<file path="config.mk">
export PLATFORM = sky130hd
export DESIGN_NAME = butterfly_pipe
export DESIGN_NICKNAME = d
export VERILOG_FILES = /design/src/rtl/butterfly_pipe.sv
export SDC_FILE = /design/constraint.sdc
export NUM_CORES = 2
export LEC_CHECK = 0
export ABC_AREA = 1
export BUFFER_PORTS_ARGS = -buffer_cell sky130_fd_sc_hd__clkbuf_2
export CORE_ASPECT_RATIO = 1.1
export CORE_UTILIZATION = 30
export CTS_BUF_LIST = sky130_fd_sc_hd__clkbuf_8
export CTS_CLUSTER_DIAMETER = 200
export CTS_CLUSTER_SIZE = 12
export DETAILED_ROUTE_END_ITERATION = 16
export GPL_TIMING_DRIVEN = 0
export HOLD_SLACK_MARGIN = 0.03
export SLEW_MARGIN = 0
export SYNTH_ARGS = -nofsm -noshare
export SYNTH_HDL_FRONTEND = slang
export SYNTH_SLANG_ARGS = --single-unit
</file>
<file path="constraint.sdc">
create_clock -name clk -period 16.8 [get_ports clk]
set_input_delay 0.84 -clock clk [delete_from_list [all_inputs] [get_ports clk]]
set_output_delay 0.84 -clock clk [all_outputs]
set_load 0.05 [all_outputs]
</file>
<file path="src/rtl/butterfly_pipe.sv">
// Pipelined modular butterfly for the NTT/INTT datapath: CT, GS (with halving),
// add/sub and multiply modes share one multiplier and one fixed latency.
module butterfly_pipe #(
  parameter int WIDTH   = 12,
  parameter int Q       = 3329,
  parameter int MUL_LAT = 3,
  parameter int TAG_W   = 8
) (
  input  logic             clk,
  input  logic             rst,
  input  logic             in_valid,
  output logic             in_ready,
  input  logic [1:0]       in_mode,
  input  logic [WIDTH-1:0] in_a,
  input  logic [WIDTH-1:0] in_b,
  input  logic [WIDTH-1:0] in_w,
  input  logic [TAG_W-1:0] in_tag,
  output logic             out_valid,
  input  logic             out_ready,
  output logic [WIDTH-1:0] out_e,
  output logic [WIDTH-1:0] out_o,
  output logic [TAG_W-1:0] out_tag,
  output logic [1:0]       out_mode,
  output logic             busy
);

  typedef enum logic [1:0] {
    MODE_CT     = 2'd0,
    MODE_GS     = 2'd1,
    MODE_ADDSUB = 2'd2,
    MODE_MUL    = 2'd3
  } mode_e;

  typedef struct packed {
    logic             valid;
    mode_e            mode;
    logic [TAG_W-1:0] tag;
    logic [WIDTH-1:0] a;
    logic [WIDTH-1:0] b;
    logic [WIDTH-1:0] w;
  } raw_t;

  typedef struct packed {
    logic             valid;
    mode_e            mode;
    logic [TAG_W-1:0] tag;
    logic [WIDTH-1:0] a;
    logic [WIDTH-1:0] sum;
    logic [WIDTH-1:0] diff;
  } meta_t;

  localparam logic [WIDTH-1:0]   QW = WIDTH'(Q);
  localparam logic [WIDTH:0]     QX = (WIDTH+1)'(Q);
  localparam logic [2*WIDTH-1:0] QP = (2*WIDTH)'(Q);

  function automatic logic [WIDTH-1:0] mod_add(input logic [WIDTH-1:0] x, input logic [WIDTH-1:0] y);
    logic [WIDTH:0] s;
    s = {1'b0, x} + {1'b0, y};
    return (s >= QX) ? WIDTH'(s - QX) : WIDTH'(s);
  endfunction

  function automatic logic [WIDTH-1:0] mod_sub(input logic [WIDTH-1:0] x, input logic [WIDTH-1:0] y);
    return (x >= y) ? (x - y) : (x + (QW - y));
  endfunction

  // Division by two in the field: odd values borrow a Q to become even.
  function automatic logic [WIDTH-1:0] mod_half(input logic [WIDTH-1:0] x);
    return x[0] ? WIDTH'(({1'b0, x} + QX) >> 1) : (x >> 1);
  endfunction

  function automatic logic [WIDTH-1:0] mod_red(input logic [2*WIDTH-1:0] p);
    return WIDTH'(p % QP);
  endfunction

  logic             adv;
  raw_t             raw_d;
  raw_t             raw_q;
  meta_t            pre_d;
  logic [WIDTH-1:0] opnd_d;
  meta_t            meta_q [MUL_LAT+1];
  logic [WIDTH-1:0] opnd_q;
  logic [WIDTH-1:0] w_q;
  logic [2*WIDTH-1:0] prod_q;
  logic [WIDTH-1:0] mr;
  meta_t            fin;
  logic [WIDTH-1:0] res_e;
  logic [WIDTH-1:0] res_o;

  assign adv      = out_ready | ~out_valid;
  assign in_ready = adv;

  always_comb begin
    raw_d       = '0;
    raw_d.valid = in_valid;
    raw_d.mode  = mode_e'(in_mode);
    raw_d.tag   = in_tag;
    raw_d.a     = in_a;
    raw_d.b     = in_b;
    raw_d.w     = in_w;
  end

  // Pre-stage: form a+b, a-b and pick the single multiplier operand per mode.
  always_comb begin
    pre_d       = '0;
    pre_d.valid = raw_q.valid;
    pre_d.mode  = raw_q.mode;
    pre_d.tag   = raw_q.tag;
    pre_d.a     = raw_q.a;
    pre_d.sum   = mod_add(raw_q.a, raw_q.b);
    pre_d.diff  = mod_sub(raw_q.a, raw_q.b);
    opnd_d      = '0;
    case (raw_q.mode)
      MODE_CT:  opnd_d = raw_q.b;
      MODE_GS:  opnd_d = pre_d.diff;
      MODE_MUL: opnd_d = raw_q.a;
      default:  opnd_d = '0;
    endcase
  end

  always_ff @(posedge clk or posedge rst) begin
    if (rst) begin
      raw_q  <= '0;
      opnd_q <= '0;
      w_q    <= '0;
      prod_q <= '0;
      for (int i = 0; i <= MUL_LAT; i++) meta_q[i] <= '0;
    end else if (adv) begin
      raw_q     <= raw_d;
      meta_q[0] <= pre_d;
      opnd_q    <= opnd_d;
      w_q       <= raw_q.w;
      prod_q    <= {{WIDTH{1'b0}}, opnd_q} * {{WIDTH{1'b0}}, w_q};
      for (int i = 1; i <= MUL_LAT; i++) meta_q[i] <= meta_q[i-1];
    end
  end

  // Reduction is registered right after the product when depth allows it.
  if (MUL_LAT == 1) begin : g_red_comb
    assign mr = mod_red(prod_q);
  end else begin : g_red_pipe
    logic [WIDTH-1:0] red_q [MUL_LAT-1];
    always_ff @(posedge clk or posedge rst) begin
      if (rst) begin
        for (int i = 0; i < MUL_LAT-1; i++) red_q[i] <= '0;
      end else if (adv) begin
        red_q[0] <= mod_red(prod_q);
        for (int i = 1; i < MUL_LAT-1; i++) red_q[i] <= red_q[i-1];
      end
    end
    assign mr = red_q[MUL_LAT-2];
  end

  always_comb begin
    fin   = meta_q[MUL_LAT];
    res_e = '0;
    res_o = '0;
    case (fin.mode)
      MODE_CT: begin
        res_e = mod_add(fin.a, mr);
        res_o = mod_sub(fin.a, mr);
      end
      MODE_GS: begin
        res_e = mod_half(fin.sum);
        res_o = mod_half(mr);
      end
      MODE_ADDSUB: begin
        res_e = fin.sum;
        res_o = fin.diff;
      end
      default: begin
        res_e = mr;
        res_o = '0;
      end
    endcase
  end

  always_ff @(posedge clk or posedge rst) begin
    if (rst) begin
      out_valid <= 1'b0;
      out_e     <= '0;
      out_o     <= '0;
      out_tag   <= '0;
      out_mode  <= '0;
    end else if (adv) begin
      out_valid <= fin.valid;
      out_e     <= res_e;
      out_o     <= res_o;
      out_tag   <= fin.tag;
      out_mode  <= fin.mode;
    end
  end

  always_comb begin
    busy = out_valid | raw_q.valid;
    for (int i = 0; i <= MUL_LAT; i++) busy = busy | meta_q[i].valid;
  end

endmodule

</file>
Yosys cells after proc, flatten, opt, wreduce, memory -nomap -nowiden. Index checks and enable logic that the tools add are counted.

Add/subtract/negate cells: 12. Multipliers: 1. Divide/modulo/power cells: 1. Order comparisons: 4. Equal/unequal tests: 4. Shift operators: 0. Muxes and demuxes: 9. Bitwise gates (word level): 7. Reduce and logical (&&, ||, !) cells: 2.

Operators with widths (count): $pmux 12 s3 (3); $mux 12 (6); $add 12x12->13 (2); $add 12x12->13 const B (2); $ge 13x12->1 const B (2); $add 12x12->12 (2); $ge 12x12->1 (2); $mod 24x12->24 const B (1); $mul 12x12->24 (1); $sub 12x12->12 (2); $sub 12x12->12 const A (2); $sub 12x12->12 const B (2); $or 1x1->1 (6); $eq 2x1->1 const B (2); $eq 2x2->1 const B (2); $logic_not 2->1 (2); $not 1->1 (1).

Flip-flop bits (word level): 342. Bits in latches: 0. Memory bits (writable): 0. Memory bits (read-only): 0. Bits of input ports: 50. Output and inout bits: 37. Word-level logic and storage cells: 80. Memories: 0.

Longest topological paths before layout.
Word-level depth: 5. Depth in mapped cells: 108. Depth with buffers taken out: 104.

Least setup slack after synthesis. Ideal clock, no wire load.

Kind: flip-flop to flip-flop. From: reg prod_q[14]. To: reg g_red_pipe.red_q[23] in the netlist's numbering. Library setup time: 117 ps. Arrival: 10537 ps. Required time: 16683 ps. Setup slack: 6146 ps. Stages on the path, launching flop included: 98. Buffers on the path: 12. Period minus slack after synthesis: 10654 ps. Path through: dfrtp_1 nor2_4 nand2_2 o21ai_4 nand2_2 buf_6 nand2_2 nand3_1 nor2_2 nand2_1 nor2_1 nor2_2 nand2_2 buf_6 nand2_1 nand2_2 nand2_1 nor2_4 [... 62 more ...] nor2_4 nand2_1 nand2_2 nand3_4 buf_12 xor2_1 inv_1 ha_1 nand3_1 nor2_2 nand3_1 nand2_2 nand2_2 buf_6 nand2_1 nand2_1 nand3_1 nand2_1.

Cells in the longest elaborated chain, start to end: 1.

Ends and longest elaborated chain: start, declared (line 83) `logic [2*WIDTH-1:0] prod_q;`; start signal, assigned (line 132) `prod_q <= {{WIDTH{1'b0}}, opnd_q} * {{WIDTH{1'b0}}, w_q};`; $mod 24x12->24 (line 72) `return WIDTH'(p % QP);`; end, declared (line 141) `logic [WIDTH-1:0] red_q [MUL_LAT-1];`.

No other way between the ends. A chain may end at the register's enable or synchronous reset.

Final worst setup path.
From: reg prod_q[15]. To: reg g_red_pipe.red_q[23] in the netlist's numbering.

Same word-level chain as after synthesis.

==> run metrics <==
root buffer cell=clkbuf_8; Post-Synth Adder-Cell Area=0.151; die height=323 um; CTS sink count=342; Post-synth EDFFs=0; Ports=87; post-synthesis xor/xnor area fraction=0.0320; Worst-Margin Slew=1.25 ns; Avg Cell Area, Syn=between 7 and 8 um2; DRC=0; die area=95200 um2; CTS resizes=0; Final Core Density=0.332; drt first pass iters=5; CTS tree=done; cells on worst reg2reg path=95; worst reg2reg path startpoint=prod_q[15]$_DFFE_PP0P_; initial antenna violation count=1; Final Hold Viols=0; Hold Path Class=input port to async pin; CTS clock-pin slew for the worst setup and hold paths=0.11 ns; Critical-path top delay cell=dfrtp_1; Synth Area in Simple Gates=0.308; final worst slack=4.05 ns; Iter 0 DRT Violations=1832; Critical Path AT=13.26 ns; DRT antenna net count=0; Nets=around 4.4k; Die W=just under 300 um; clock buffer depth=3; fillers=10.1k; Max Cap Viol=0; Ys Warns=0; R2R Path End=g_red_pipe.red_q[23]$_DFFE_PP0P_; Final period util=0.759; grt total ovfl=0; Worst Path Required=17.31 ns; DRT Wirelength=78200 um; dpl ws=~4.0 ns; Via-to-Cell Ratio=about 4.7; Relative slew margins=0.170; largest net degree at the start of global routing=127; total setup buffers inserted after CTS=0; gp weighted congestion=0.916; FMAX=0.0784 GHz; final setup fails=0; Inserted Clock Buffers=34; Post-synth top flop=dfrtp_1; post-place instance area=30300 um2; post-synthesis cell count=3923; largest family of logic cells by synthesized area=simple AND/OR/NAND/NOR gates; clk_lat worst skew=0.65 ns; CTS hold repair buffers=0; outcome=finished, final reports clean; critical path's top delay family=simple AND/OR/NAND/NOR gates; Distinct cells, synth=61; Worst setup SP type=flip-flop; delay of the slowest critical-path stage=0.48 ns; commonest non-fill, non-tap cell in the layout=nand2_1; worst-path fanout max=10; Synth Register Bits=342; GR Util All Layers=0.165; Row Count=117; H-Tree Depth=2; syn nets=roughly 4.2k; multiplexer area fraction after synthesis=0; core area=92800 um2; WP buf/inv=17; Tmin final=12.75 ns; first-pass GRT wire length=126000 um; Final Skew=roughly 0.063 ns; critical path class=flip-flop to flip-flop; DR vias=~25k; dpl hpwl=between 60000 and 70000 um; initial core utilization=0.304; layout cells sized above 1=0.0916; commonest non-fill, non-tap cells in the layout=1309 x nand2_1, 542 x inv_1, 342 x dfrtp_1; Setup TNS Final=0 ns; Syn Std Cell Area=around 28000 um2; design area=30800 um2; critical path endpoint category=flip-flop; vias in the first global route=between 20k and 25k; PortBufs=86; register area share after synthesis=0.304; Slew Limit Fails=0; asr flop ratio synth=1.00; cell mode on critical path=nand2_1; Area Growth Syn to Fin=9.22%; post-synthesis compound-gate area fraction=0.104; RSZ-0062 raised after global routing=false; DR WL/cell=14.8 um; r2r setup slk=4.05 ns
## flip-flops by register name, summed over array words and instances, names as in the netlist
| name | flops |
|---|---|
| meta_q | 141 |
| out_valid | 1 |
| fin | 47 |
| prod_q | 24 |
| out_mode | 2 |
| out_e | 12 |
| out_tag | 8 |
| opnd_q | 12 |
| mr | 12 |
| pre_d | 23 |
| raw_q | 24 |
| out_o | 12 |
| w_q | 12 |
| g_red_pipe.red_q | 12 |
## final cells by class
| class | instances | area, um2 | area share |
|---|---|---|---|
| Antenna cell | 1 | 2.50 | 0.0000813 |
| Buffer | 137 | 728 | 0.0237 |
| Clock buffer | 34 | 468 | 0.0152 |
| Clock inverter | 4 | 43.8 | 0.00142 |
| Inverter | 567 | 2140 | 0.0696 |
| Multi-Input combinational cell | 2877 | 16800 | 0.545 |
| Sequential cell | 342 | 8560 | 0.278 |
| Tap cell | 1249 | 1560 | 0.0508 |
| Timing Repair Buffer | 89 | 513 | 0.0167 |
## layer usage
metal  up-vias  share of wire  GRT usage
met1     11583           0.46      0.221
met5         -              0          0
met2       550           0.46      0.276
met3       105          0.048     0.0216
li1      12524              -          -
met4         0          0.029     0.0485
## through the flow
step	hold slack [ns]	instances
5_1_grt	0.331	5300
4_1_cts	0.348	5299
2_1_floorplan	0.442	3923
6_report	0.280	5300
3_3_place_gp	0.449	5258
3_5_place_dp	0.451	5261
## kinds of logic after synthesis
family | after synthesis
AO/OA/AOI/OAI | 523
XOR/XNOR | 102
AND/OR/NAND/NOR | 1984
buffers and inverters | 704
flip-flops | 342
adder cells (fa/ha/maj) | 268
## worst reg2reg max path: cells and delay by family (launching register included)
kind	cells	cell delay, ns
AOI/OAI and AO/OA	6	1.23
xor gates and xnor gates	2	0.35
adders and majority gates	2	0.38
buffers and inverters	17	2.49
DFF	1	0.48
and+or+nand+nor	68	7.77
## how the worst max path moves through the flow
stage                      startpoint                               end  depth (start not counted)
2_1_floorplan  prod_q[14]$_DFFE_PP0P_  g_red_pipe.red_q[23]$_DFFE_PP0P_                         97
3_3_place_gp                      rst              out_o[7]$_DFFE_PP0P_                          2
3_5_place_dp   prod_q[15]$_DFFE_PP0P_  g_red_pipe.red_q[23]$_DFFE_PP0P_                         93
4_1_cts        prod_q[15]$_DFFE_PP0P_  g_red_pipe.red_q[23]$_DFFE_PP0P_                         93
5_1_grt        prod_q[15]$_DFFE_PP0P_  g_red_pipe.red_q[23]$_DFFE_PP0P_                         94
6_report       prod_q[15]$_DFFE_PP0P_  g_red_pipe.red_q[23]$_DFFE_PP0P_                         95
## Yosys cell counts (4+ instances only)
cell / n / area (um2)
o221ai_1: 13 / 114
xor2_1: 76 / 666
a21oi_4: 5 / 81.3
buf_6: 15 / 169
o211ai_1: 9 / 67.6
o21bai_1: 13 / 97.6
nand2_1: 1309 / 4910
inv_1: 543 / 2040
o311ai_0: 5 / 43.8
nor2_1: 185 / 694
nand2_4: 24 / 270
buf_4: 8 / 60.1
nand2_2: 84 / 526
or2_2: 6 / 37.5
and2_1: 5 / 31.3
o21ai_2: 4 / 35.0
fa_1: 120 / 2400
o31ai_1: 8 / 60.1
o22ai_1: 12 / 75.1
dfrtp_1: 342 / 8560
clkbuf_1: 106 / 398
nand3_1: 239 / 1200
inv_2: 15 / 56.3
nor2_2: 28 / 175
nor2_4: 11 / 124
clkinv_1: 7 / 26.3
xnor2_1: 25 / 219
nor3_1: 25 / 125
a21o_1: 4 / 30.0
nand3_2: 18 / 180
a21oi_1: 108 / 541
nand4_1: 35 / 219
o21ai_1: 9 / 45.0
nand3b_1: 4 / 30.0
a31oi_1: 18 / 113
ha_1: 148 / 1850
o21ai_0: 303 / 1520
Power is not shown: default switching activity piles up to over one toggle a cycle in this logic, so the estimate is an artifact.
